==> src/rtl/teste_sb_lock_rst_seq.sv <==
// ---------------------------------------------------------------------------
// teste_sb_lock_rst_seq
//
// Reset sequencer placed directly after the fabric CCC. It waits for the PLL
// LOCK to be stable for LOCK_STABLE_CYCLES clocks, releases the system reset
// domain, then releases the peripheral domain STAGE_GAP clocks later. Lock
// loss or a software request re-asserts both resets. Status (ready, sticky
// lock-lost, saturating loss counter) is exported for the command logic.
//
// Ports
//   CLK             in   fabric clock (CCC GL0)
//   RESET_N         in   asynchronous active-low reset
//   LOCK            in   CCC PLL lock, asynchronous to CLK
//   SW_RESET_REQ    in   single-cycle software reset request
//   CLR_STATUS      in   single-cycle clear of LOCK_LOST / LOSS_COUNT
//   SYS_RESET_N     out  active-low reset, system domain
//   PERIPH_RESET_N  out  active-low reset, peripheral domain
//   READY           out  both domains out of reset
//   LOCK_LOST       out  sticky lock-loss flag
//   LOSS_COUNT[7:0] out  saturating count of lock-loss events
// ---------------------------------------------------------------------------
module teste_sb_lock_rst_seq #(
  parameter int unsigned LOCK_STABLE_CYCLES = 1024,  // 1..65535
  parameter int unsigned STAGE_GAP          = 16,    // 1..255
  parameter int unsigned SW_RST_CYCLES      = 8      // 1..255
) (
  input  logic       CLK,
  input  logic       RESET_N,
  input  logic       LOCK,
  input  logic       SW_RESET_REQ,
  input  logic       CLR_STATUS,
  output logic       SYS_RESET_N,
  output logic       PERIPH_RESET_N,
  output logic       READY,
  output logic       LOCK_LOST,
  output logic [7:0] LOSS_COUNT
);

  typedef enum logic [1:0] {
    WAIT_LOCK = 2'd0,
    REL_SYS   = 2'd1,
    RUN       = 2'd2,
    SW_HOLD   = 2'd3
  } state_t;

  localparam logic [15:0] STAB_LAST = 16'(LOCK_STABLE_CYCLES - 1);
  localparam logic [7:0]  GAP_LAST  = 8'(STAGE_GAP - 1);
  localparam logic [7:0]  HOLD_LAST = 8'(SW_RST_CYCLES - 1);

  state_t      state_q, state_d;
  logic        sync1_q;
  logic        lock_s_q;
  logic [15:0] stab_cnt_q, stab_cnt_d;
  logic [7:0]  gap_cnt_q, gap_cnt_d;
  logic [7:0]  hold_cnt_q, hold_cnt_d;
  logic        sys_rst_n_q, periph_rst_n_q, ready_q;
  logic        lock_lost_q, lock_lost_d;
  logic [7:0]  loss_count_q, loss_count_d;
  logic        loss_event;

  // Next-state logic. Lock loss is checked before the software request so a
  // coincident pair is reported as a loss.
  always_comb begin
    state_d    = state_q;
    stab_cnt_d = stab_cnt_q;
    gap_cnt_d  = gap_cnt_q;
    hold_cnt_d = hold_cnt_q;
    loss_event = 1'b0;
    case (state_q)
      WAIT_LOCK: begin
        if (!lock_s_q) begin
          stab_cnt_d = '0;
        end else if (stab_cnt_q == STAB_LAST) begin
          state_d    = REL_SYS;
          stab_cnt_d = '0;
          gap_cnt_d  = '0;
        end else begin
          stab_cnt_d = stab_cnt_q + 16'd1;
        end
      end
      REL_SYS, RUN: begin
        if (!lock_s_q) begin
          loss_event = 1'b1;
          state_d    = WAIT_LOCK;
          stab_cnt_d = '0;
        end else if (SW_RESET_REQ) begin
          state_d    = SW_HOLD;
          hold_cnt_d = HOLD_LAST;
        end else if (state_q == REL_SYS) begin
          if (gap_cnt_q == GAP_LAST) begin
            state_d = RUN;
          end else begin
            gap_cnt_d = gap_cnt_q + 8'd1;
          end
        end
      end
      SW_HOLD: begin
        // Requests and lock changes are ignored here; resets are already low.
        if (hold_cnt_q == 8'd0) begin
          state_d    = WAIT_LOCK;
          stab_cnt_d = '0;
        end else begin
          hold_cnt_d = hold_cnt_q - 8'd1;
        end
      end
      default: state_d = WAIT_LOCK;
    endcase
  end

  // Status: a loss event overrides a coincident clear, leaving count = 1.
  always_comb begin
    lock_lost_d  = lock_lost_q;
    loss_count_d = loss_count_q;
    if (CLR_STATUS) begin
      lock_lost_d  = 1'b0;
      loss_count_d = 8'd0;
    end
    if (loss_event) begin
      lock_lost_d  = 1'b1;
      if (CLR_STATUS) begin
        loss_count_d = 8'd1;
      end else if (loss_count_q != 8'hFF) begin
        loss_count_d = loss_count_q + 8'd1;
      end
    end
  end

  // Outputs are decoded from the next state so they change on the same edge
  // as the transition.
  always_ff @(posedge CLK or negedge RESET_N) begin
    if (!RESET_N) begin
      sync1_q        <= 1'b0;
      lock_s_q       <= 1'b0;
      state_q        <= WAIT_LOCK;
      stab_cnt_q     <= '0;
      gap_cnt_q      <= '0;
      hold_cnt_q     <= '0;
      sys_rst_n_q    <= 1'b0;
      periph_rst_n_q <= 1'b0;
      ready_q        <= 1'b0;
      lock_lost_q    <= 1'b0;
      loss_count_q   <= '0;
    end else begin
      sync1_q        <= LOCK;
      lock_s_q       <= sync1_q;
      state_q        <= state_d;
      stab_cnt_q     <= stab_cnt_d;
      gap_cnt_q      <= gap_cnt_d;
      hold_cnt_q     <= hold_cnt_d;
      sys_rst_n_q    <= (state_d == REL_SYS) || (state_d == RUN);
      periph_rst_n_q <= (state_d == RUN);
      ready_q        <= (state_d == RUN);
      lock_lost_q    <= lock_lost_d;
      loss_count_q   <= loss_count_d;
    end
  end

  assign SYS_RESET_N    = sys_rst_n_q;
  assign PERIPH_RESET_N = periph_rst_n_q;
  assign READY          = ready_q;
  assign LOCK_LOST      = lock_lost_q;
  assign LOSS_COUNT     = loss_count_q;

endmodule

==> config.mk <==
export PLATFORM = sky130hd
export DESIGN_NAME = teste_sb_lock_rst_seq
export DESIGN_NICKNAME = d
export VERILOG_FILES = /design/src/rtl/teste_sb_lock_rst_seq.sv
export SDC_FILE = /design/constraint.sdc
export NUM_CORES = 1
export LEC_CHECK = 0
export BUFFER_PORTS_ARGS = -buffer_cell sky130_fd_sc_hd__buf_4
export CORE_MARGIN = 3
export CORE_UTILIZATION = 60
export DETAILED_ROUTE_END_ITERATION = 8
export PLACE_DENSITY = 0.79
export SYNTH_ARGS = -nofsm -noshare
export SYNTH_HDL_FRONTEND = slang
export SYNTH_SLANG_ARGS = --single-unit
==> constraint.sdc <==
create_clock -name CLK -period 6.16 [get_ports CLK]
set_input_delay 1.54 -clock CLK [delete_from_list [all_inputs] [get_ports CLK]]
set_output_delay 1.54 -clock CLK [all_outputs]
set_load 0.005 [all_outputs]
==> results.yml <==
route:
  drt_iter0_drc: 168
  drt-total-wl_um: 5310
  vias: 2247
  wl_per_cell_um: 14.7
  vias_per_cell: 6.21
  drt-pass1-iter-count: 5
  drc: 0
  drtAntennaViolNets: 0
critical_path:
  critPathBufInv: 1
  max_stage_delay_ps: 360
  crit_path_start_kind: "input pin"
  cp_max_fo: 6
  cp_top_family: "simple AND/OR/NAND/NOR gates"
  crit_type: "in2reg"
  slowest_stage: "or3_1"
  cp_data_required_time_ps: 6380
  crit_chain: "buf_4 -> nor3b_1 -> a21boi_0 -> nand3_1 -> or3_1 -> a21oi_1"
  cp.arrival_ps: 3020
  cp-end-kind: "flip-flop"
placement:
  dp_hpwl_um: 3760
  place_congestion: 0.854
  placed_area_um2: 2840
  place_ws_ps: 3110
  port_buffers: 16
clock_network:
  hold_buffers: 0
  numCtsBuffers: 5
  cts.sinks: 47
  clockBufferDepth: 2
  insertion_delay_ps: 300
  htreeDepth: 2
  root_buffer: "clkbuf_8"
  clk_pin_slew_ps: 80
  cts_setup_buffers: 0
  ctsResizeCount: 0
  tritoncts: "built"
layout:
  register_area_um2: 1180
  stdcell_area_um2: 2970
  layout_commonest_cell: "dfrtp_1"
  antenna_cells: 0
  nFillCells: 331
  mostFrequentLayoutCells: "dfrtp_1 (47), nor2_1 (27), nand2_1 (25), o21ai_0 (25), nand3_1 (22)"
  multiInputGateArea_um2: 1420
  drive_above_1_share_pct: 10.9
  syn_to_final_growth_pct: 10.3
  nets: 325
timing:
  setup-tns-final_ps: 0
  setup_viol: 0
  tightestPinTransition_ps: 752
  finClkSkew_ps: 6.18
  drv_slew: 0
  period_needed_ps: 2800
  period_share_pct: 45.4
  rsz0062_at_grt: "false"
  setup_ws_ps: 3360
  relSlewSlack_pct: 49.8
  hold_viol: 0
  max_freq_ghz: 0.358
floorplanning:
  ioPinCount: 17
  row_count: 23
  die_h_um: 73.0
  die_w_um: 73.0
  core_um2: 4170
  initial_utilization_pct: 64.5
  die_area_um2: 5330
synth:
  synth_warnings: 0
  synth_area_um2: 2690
  synth_edf_count: 0
  yosys.area_share.simple_pct: 29.2
  avgSynthCellArea_um2: 9.07
  ys_types: 52
  synth_fa_ha_area_share_pct: 4.18
  synth_compound_area_share_pct: 15.1
  synthCells: 297
  ys_seq_elements: 47
  synthXorXnorAreaFrac_pct: 2.60
  yosysSeqAreaShare_pct: 43.7
  syn_nets: 311
  synth_top_family_by_area: "simple AND/OR/NAND/NOR gates"
  synth.area.mux_share_pct: 1.53
  synth_ff_type: "dfrtp_1"
  async_reset_ff_share_pct: 100
flow_run:
  drv_cap: 0
global_route:
  grt_max_degree: 48
  grt_overflow: 0
  grt_pass1_vias: 2020
  track_usage_pct: 22.0
  antenna_found_initial: 0
  grt_pass1_wl_um: 9360
status:
  status: "finished, final reports clean"
power:
  p_per_area_nw_per_um2: 200
  p_leak_nw: 1.28
  peakVddDrop_uv: 175
  power.total_uw: 595
worst_hold_path:
  hold_class: "reg2reg"
## per-stage QoR
step / instances / util [%] / hold slack, ps
2_1_floorplan: 297 / - / 331
3_3_place_gp: 354 / 68.0 / 337
3_5_place_dp: 354 / 68.0 / 342
4_1_cts: 362 / 71.2 / 362
5_1_grt: 362 / 71.2 / 373
6_report: 362 / 71.2 / 355
## power breakdown
group | total [mW] | leakage [nW] | internal, mW | switching, mW
combinational | 0.0185 | 0.566 | 0.00547 | 0.0130
sequential | 0.313 | 0.645 | 0.310 | 0.00247
clock | 0.263 | 0.0654 | 0.162 | 0.101
## Yosys cell counts, types with 3 or more instances
master	number	area share, %
and4_1	3	0.98
nand4_1	8	1.9
nor3b_1	6	1.7
or2_2	3	0.70
a21oi_1	9	1.7
a31oi_1	4	0.93
mux2i_1	3	1.1
o41ai_1	3	0.98
or4_1	4	1.1
nand3_1	22	4.1
nand2_1	25	3.5
ha_1	9	4.2
nor2_1	27	3.8
nor3_1	10	1.9
o211ai_1	3	0.84
dfrtp_1	47	44
nor2b_1	3	0.70
or3_1	9	2.1
inv_1	14	2.0
xor2_1	7	2.3
o31ai_1	5	1.4
o21ai_0	25	4.6
nand2b_1	5	1.2
clkbuf_1	6	0.84
## worst paths after layout
kind | start | endpoint | slack (ps) | cells past startpoint
worst max-delay path | SW_RESET_REQ | gap_cnt_q[3] | 3360 | 6
worst min-delay path | sync1_q | lock_s_q | 360 | 0
worst max register to register | state_q[0] | gap_cnt_q[4] | 3430 | 7
worst min register to register | sync1_q | lock_s_q | 360 | 0
max in group asynchronous | RESET_N | hold_cnt_q[7] | 4540 | 1
min in group asynchronous | RESET_N | LOCK_LOST | 1240 | 1
## cells by family (layout without fill, tap and decap cells)
kind of cell	count (synthesis)	in the layout
flip-flops	47	47
XOR/XNOR	8	8
multiplexers	4	4
buffers and inverters	24	39
AO/OA/AOI/OAI	64	64
adder cells (fa/ha/maj)	9	9
AND/OR/NAND/NOR	141	141
## area by class of cell
type                            count  share of cell area (%)
Multi-Input combinational cell    226                    47.8
Clock inverter                      2                    2.02
Inverter                           14                    1.77
Clock buffer                        6                    2.44
Sequential cell                    47                    39.6
Tap cell                           50                    2.11
Timing Repair Buffer               17                    4.30
## per-layer routing
metal | global-route usage, % | vias up | part of all wire (%) | wire (µm)
li1 | - | 1108 | - | -
met1 | 32.6 | 1076 | 49 | 2580
met2 | 33.1 | 57 | 46 | 2450
met3 | 3.99 | 6 | 4.4 | 235
met4 | 6.35 | 0 | 0.81 | 43
met5 | 0 | - | 0 | 0
## registers in the layout, indices dropped and copies added (netlist names)
| register | cells |
|---|---|
| LOCK_LOST | 1 |
| LOSS_COUNT | 8 |
| READY | 1 |
| SYS_RESET_N | 1 |
| gap_cnt_q | 8 |
| hold_cnt_q | 8 |
| lock_s_q | 1 |
| stab_cnt_q | 16 |
| state_q | 2 |
| sync1_q | 1 |
## worst reg2reg max path: cells and delay by family (launching register included)
kind,cells,cell delay [ps]
flops,1,450
simple gates,5,1730
fa+ha+maj,1,310
buf+inv,1,110
Note: power is estimated with default switching activity, not from simulation.
